**src/rtl/mem_perf_scanout.sv**
```systemverilog
// Memory perf-counter snapshot and scan-out: captures all counters in one cycle,
// then streams the frozen words over valid/ready, one-shot or periodically.

module mem_perf_scanout_word #(
   parameter int W = 44
) (
   input  logic         clk,
   input  logic         reset_n,
   input  logic         cap_i,
   input  logic [W-1:0] d_i,
   output logic [W-1:0] q_o
);
   logic [W-1:0] word_q;

   always_ff @(posedge clk or negedge reset_n) begin
      if (!reset_n)   word_q <= '0;
      else if (cap_i) word_q <= d_i;
   end

   assign q_o = word_q;
endmodule

module mem_perf_scanout #(
   parameter int NUM_CTRS       = 8,
   parameter int CTR_WIDTH      = 44,
   parameter int INTERVAL_WIDTH = 16,
   parameter int OVR_WIDTH      = 8
) (
   input  logic                              clk,
   input  logic                              reset_n,
   input  logic [NUM_CTRS*CTR_WIDTH-1:0]     ctrs_in,
   input  logic                              start_valid,
   output logic                              start_ready,
   input  logic [INTERVAL_WIDTH-1:0]         interval,
   input  logic                              stop,
   output logic                              out_valid,
   input  logic                              out_ready,
   output logic [CTR_WIDTH-1:0]              out_data,
   output logic [$clog2(NUM_CTRS)-1:0]       out_idx,
   output logic                              out_last,
   output logic                              busy,
   output logic [OVR_WIDTH-1:0]              overrun_cnt
);
   localparam int IDX_W = $clog2(NUM_CTRS);
   localparam logic [IDX_W-1:0] LAST_IDX = IDX_W'(NUM_CTRS - 1);

   typedef enum logic [1:0] {S_IDLE, S_STREAM, S_WAIT} state_e;

   state_e                              state_q, state_d;
   logic [IDX_W-1:0]                    idx_q, idx_d;
   logic [INTERVAL_WIDTH-1:0]           ival_q, ival_d;
   logic [INTERVAL_WIDTH-1:0]           timer_q, timer_d;
   logic                                stop_pend_q, stop_pend_d;
   logic [OVR_WIDTH-1:0]                ovr_q, ovr_d;
   logic                                snap_en;
   logic [NUM_CTRS-1:0][CTR_WIDTH-1:0]  ctrs_w, snap_q;

   logic periodic, expiry, hs, at_last;

   assign ctrs_w   = ctrs_in;
   assign periodic = (ival_q != '0);
   assign expiry   = (state_q != S_IDLE) && periodic && (timer_q == '0);
   assign hs       = (state_q == S_STREAM) && out_ready;
   assign at_last  = (idx_q == LAST_IDX);

   // One capture register per counter word, all enabled by the same strobe
   for (genvar i = 0; i < NUM_CTRS; i++) begin : g_word
      mem_perf_scanout_word #(.W(CTR_WIDTH)) u_word (
         .clk     (clk),
         .reset_n (reset_n),
         .cap_i   (snap_en),
         .d_i     (ctrs_w[i]),
         .q_o     (snap_q[i])
      );
   end

   always_comb begin
      state_d     = state_q;
      idx_d       = idx_q;
      ival_d      = ival_q;
      timer_d     = timer_q;
      stop_pend_d = stop_pend_q;
      ovr_d       = ovr_q;
      snap_en     = 1'b0;

      // Free-running period timer; expiries land every ival_q cycles after a snapshot
      if (state_q != S_IDLE && periodic)
         timer_d = expiry ? ival_q - 1'b1 : timer_q - 1'b1;

      case (state_q)
         S_IDLE: begin
            if (start_valid) begin
               ival_d      = interval;
               snap_en     = 1'b1;
               idx_d       = '0;
               timer_d     = (interval != '0) ? interval - 1'b1 : '0;
               stop_pend_d = 1'b0;
               state_d     = S_STREAM;
            end
         end
         S_STREAM: begin
            if (stop) stop_pend_d = 1'b1;
            if (hs && at_last) begin
               // stop wins so back-to-back periodic streams can still be ended
               if (stop_pend_q || stop) begin
                  stop_pend_d = 1'b0;
                  state_d     = S_IDLE;
               end else if (expiry) begin
                  snap_en = 1'b1;
                  idx_d   = '0;
               end else if (!periodic) begin
                  state_d = S_IDLE;
               end else begin
                  state_d = S_WAIT;
               end
            end else begin
               if (hs) idx_d = idx_q + 1'b1;
               if (expiry && ovr_q != '1) ovr_d = ovr_q + 1'b1;
            end
         end
         S_WAIT: begin
            if (stop) begin
               stop_pend_d = 1'b0;
               state_d     = S_IDLE;
            end else if (expiry) begin
               snap_en = 1'b1;
               idx_d   = '0;
               state_d = S_STREAM;
            end
         end
         default: state_d = S_IDLE;
      endcase
   end

   always_ff @(posedge clk or negedge reset_n) begin
      if (!reset_n) begin
         state_q     <= S_IDLE;
         idx_q       <= '0;
         ival_q      <= '0;
         timer_q     <= '0;
         stop_pend_q <= 1'b0;
         ovr_q       <= '0;
      end else begin
         state_q     <= state_d;
         idx_q       <= idx_d;
         ival_q      <= ival_d;
         timer_q     <= timer_d;
         stop_pend_q <= stop_pend_d;
         ovr_q       <= ovr_d;
      end
   end

   assign start_ready = (state_q == S_IDLE);
   assign out_valid   = (state_q == S_STREAM);
   assign out_idx     = idx_q;
   assign out_data    = snap_q[idx_q];
   assign out_last    = out_valid && at_last;
   assign busy        = (state_q != S_IDLE);
   assign overrun_cnt = ovr_q;
endmodule
```
**config.mk**
```make
export PLATFORM = sky130hd
export DESIGN_NAME = mem_perf_scanout
export DESIGN_NICKNAME = d
export VERILOG_FILES = /design/src/rtl/mem_perf_scanout.sv
export SDC_FILE = /design/constraint.sdc
export NUM_CORES = 1
export LEC_CHECK = 0
export CAP_MARGIN = 25
export CORE_MARGIN = 2
export CORE_UTILIZATION = 50
export CTS_CLUSTER_DIAMETER = 80
export DETAILED_ROUTE_END_ITERATION = 10
export PLACE_DENSITY = 0.79
export SYNTH_ARGS = -nofsm -noshare
export SYNTH_HDL_FRONTEND = slang
export SYNTH_SLANG_ARGS = --single-unit
export TNS_END_PERCENT = 30
```
**constraint.sdc**
```tcl
create_clock -name clk -period 3.9 [get_ports clk]
set_input_delay 0.78 -clock clk [delete_from_list [all_inputs] [get_ports clk]]
set_output_delay 0.78 -clock clk [all_outputs]
set_load 0.005 [all_outputs]
```
==> results <==
- By count the netlist is led by dfrtp_1 (398), mux2_1 (280), mux2_2 (121).
- For met3 alone, demand over resource in global routing was 0.07803.
- The average instance in the mapped netlist occupies 14.67 um2.
- VDD sags by at most 0.4785 mV.
- The cell sitting at the root of the clock tree is a clkbuf_16.
- The count of hold buffers inserted by post-cts repair is 0.
- The total overflow reported by the global router is 0.
- The number of instances in the synthesized netlist is about 1300.
- The portion of synthesized cell area occupied by the leading cell type is 0.5356.
- The peak-usage layer in the global routing report is met2.
- The CTS tree is yes.
- The initialized floorplan defines 70 standard-cell rows.
- The HPWL after detailed placement is roughly 37000 um.
- The worst setup path is launched from a register.
- Detailed routing inserted a total of between 10000 and 15000 vias.
- The number of pins exceeding their max-slew limit in the final report is 0.
- Summed over all instances, the cell type with the most area after synthesis is dfrtp_1.
- The H-tree generated during clock tree synthesis spans 2 levels.
- The run finished with clean final reports.
- The number of gates given a new drive strength after cts is 0.
- The insertion delay of the later-clocked pin in the worst-skew pair is between 0.5 and 0.6 ns.
- The die covers slightly below 40000 um2.
- The first-pass GRT wire length is 77560 um.
- The critical path in this run is classified as reg2out.
- The count of flip-flops with a built-in enable after synthesis is 0.
- The worst-margin pin slew is about 0.8 ns.
- The initial utilization of the core area, before any placement, comes to 0.5079.
- The power per cell area is 762.5 nW/um2.
- The met2 demand-to-capacity share in global routing is 0.4329.
- Internal power comes to ~13 mW.
- The max-cap check violation count is 0.
- After clock tree synthesis, the clock-pin slew on the worst setup and hold paths is roughly 0.060 ns.
- The pre-antenna-repair detailed-routing pass consisted of 5 iterations.
- The most common flop cell mapped by yosys is dfrtp_1.
- The share of the clock period used by the worst path after layout is 0.9470.
- STA puts the critical path data required time at 3.12 ns.
- Of the total power, combinational logic draws 0.384.
- Of the cells placed in the final design, the portion with a size suffix greater than 1 is 0.1927.
- The post-synthesis sequential element count is 398.
- The fraction of power spent switching nets is 0.3036.
- The net total in the final layout is about 2100.
- The type of the tightest min-delay check is in2async.
- The sink count of the clock tree is 398.
- The die is slightly below 200 um tall.
- The worst setup path is captured at an output port.
- The maximum net fanout on the critical path is 41.
- The initial antenna violation count is 22.
- Summing all placed instances gives a cell area of 23670 um2.
- The normalized max-slew margin is 0.4476.
- The total area inside the core boundary comes to 36610 um2.
- The met1 usage is 0.3242.
- The post-detailed-route count of antenna-violating nets is 0.
- For this block, the initial DRC count from the detailed router was 705.
- The share of flip-flops with an asynchronous set or reset is 1.000.
- Wires add up to 50290 um.
- The total of buffers placed on input and output ports is 431.
- The fraction of power consumed by sequential logic is 0.388.
- The floorplan die width is between 150 and 200 um.
- Entering global routing, the biggest net connects 83 pins.
- For this design the total switching power over the nets is roughly 6 mW.
- The finished cells cover about 25000 um2.
- Ranked by total cell area, the synthesized netlist is headed by dfrtp_1 (54%), mux2_1 (17%), mux4_2 (11%).
- The data arrival time of the critical path is 2.91 ns.
- The finished layout holds 2232 standard cells, fillers aside.
- In this run the count of I/O pins placed on the die edge is 432.
- Of the total power, the clock network draws 0.228.
- The number of global-route vias before repair was between 10000 and 15000.
- The routability congestion estimate from global placement is between 0.8 and 0.9.
- The hold violation total from the final report came to 0.
- Across every metal layer, demand over resource in global routing totals 0.2634.
- The summed negative setup slack over all endpoints is 0 ns.
- The number of buffers added for setup after CTS is 0.
- The Yosys warning count is 0.
- Setup violations remaining at the end of the flow were counted as 0.
- After detailed routing, the number of remaining DRC violations is 0.
- The most frequent cell after synthesis is dfrtp_1.
- Of the synthesized area, sequential elements account for 0.5356.
- Counting tap cells, the placed design contains a total of 2136 instances.
- Counting the buffers created by CTS gives 44.
- The fmax is approximately 270 MHz.
- The worst path in the final design needs a cycle of 3.693 ns, including I/O delays and setup.
- Dividing the detail-routed via count by the number of cells gives about 5.6.
- The setup skew after layout is 0.01944 ns.
- Relative to the synthesized area, the layout overhead comes to 35.82%.
- Setup repair after global routing left no endpoint under its margin.
- The static power due to leakage is 10.17 nW.
- The average wire length per cell after detail routing is 22.53 um.
- The mapped netlist covers 18600 um2.
- The netlist uses 52 different library cells.
- For this run, the share of the core covered by cells in the final layout is 0.6899.
- The number of nets in the synthesized netlist is 1650.
- No sink is reached through more buffers than the 3 on the longest clock path.
-- worst paths after layout --
path / start / endpoint / slack [ns] / cells past startpoint
min in group clk: g_word[7].u_word.q_o[2]$_DFFE_PN0P_ / g_word[7].u_word.q_o[2]$_DFFE_PN0P_ / 0.48 / 1
max in group asynchronous: reset_n / g_word[4].u_word.q_o[4]$_DFFE_PN0P_ / 2.66 / 3
setup reg to reg: ival_q[3]$_DFFE_PN0P_ / timer_q[14]$_DFF_PN0_ / 0.44 / 12
hold / removal: reset_n / g_word[7].u_word.q_o[25]$_DFFE_PN0P_ / 0.17 / 1
setup / recovery: out_idx[1]$_DFFE_PN0P_ / out_data[20] / 0.21 / 4
hold reg to reg: g_word[7].u_word.q_o[2]$_DFFE_PN0P_ / g_word[7].u_word.q_o[2]$_DFFE_PN0P_ / 0.48 / 1
-- placed cells by master (no fill, tap or decap), types with 9 or more instances in the layout --
master | netlist | final
clkdlybuf4s50_1 | 0 | 430
dfrtp_1 | 398 | 395
mux2_1 | 280 | 280
mux2_2 | 121 | 121
mux4_2 | 88 | 88
nand2_1 | 72 | 72
clkbuf_16 | 0 | 46
a21oi_1 | 31 | 31
buf_4 | 11 | 28
nor2_1 | 26 | 26
o21ai_0 | 21 | 21
nor3_1 | 18 | 18
buf_12 | 0 | 16
diode_2 | 0 | 15
xor2_1 | 15 | 15
xnor2_1 | 14 | 14
clkbuf_8 | 0 | 13
nand3_1 | 11 | 11
ha_1 | 9 | 9
-- cell type report --
class / instances / area (um2)
fill: 2503 / 11350
inverter: 8 / 30.03
clock inverter: 14 / 185.2
timing repair buffer: 475 / 4850
multi-input combinational: 787 / 8240
sequential: 398 / 9968
antenna: 15 / 37.54
tap: 468 / 585.6
clock buffer: 67 / 1360
-- logic make-up (layout without fill, tap and decap cells) --
kind of cell             Yosys count  in the layout  synth area share
AO/OA/AOI/OAI                     89             89           0.02961
XOR/XNOR                          29             29           0.01366
adder cells (fa/ha/maj)            9              9          0.006056
buffers and inverters             83            564           0.02153
flip-flops                       398            398            0.5356
multiplexers                     490            490            0.3500
other                              0             15                 0
AND/OR/NAND/NOR                  170            170           0.04360
-- power by group through the flow --
stage | clock network, mW | registers (mW) | logic, mW
global placement | 0 | 7.39 | 7.21
global route | 4.62 | 7.74 | 7.99
floorplan | 0 | 6.95 | 5.04
CTS | 4.46 | 7.47 | 7.47
finish | 4.39 | 7.47 | 7.40
detailed placement | 0 | 7.53 | 7.41
-- stage by stage --
step | setup slack, ns | power [mW] | hold WS [ns]
detailed placement | 0.4511 | 14.94 | 0.4687
finish | 0.2068 | 19.26 | 0.1656
CTS | 0.1485 | 19.41 | 0.1770
global route | 0.09003 | 20.35 | 0.1951
floorplan | 0.6031 | 11.99 | 0.4524
global placement | 0.5071 | 14.60 | 0.4616
-- state kept, by name (all words and copies together) (netlist names) --
register           count
g_word.u_word.q_o    352
ival_q                16
timer_q               16
overrun_cnt            8
out_idx                3
state_q                2
stop_pend_q            1
-- per-layer routing --
metal,wire [um],part of all wire
met5,93,0.0018
met4,1804,0.036
met3,3875,0.077
met2,24770,0.49
met1,19750,0.39
-- worst max-delay path, stage by stage (launching register included) --
cell and delay [ns]:
dfrtp_4 0.89, buf_4 0.31, mux4_2 0.32, mux2_2 0.32, clkdlybuf4s50_1 0.46
Power figures use the tool's default switching activity.
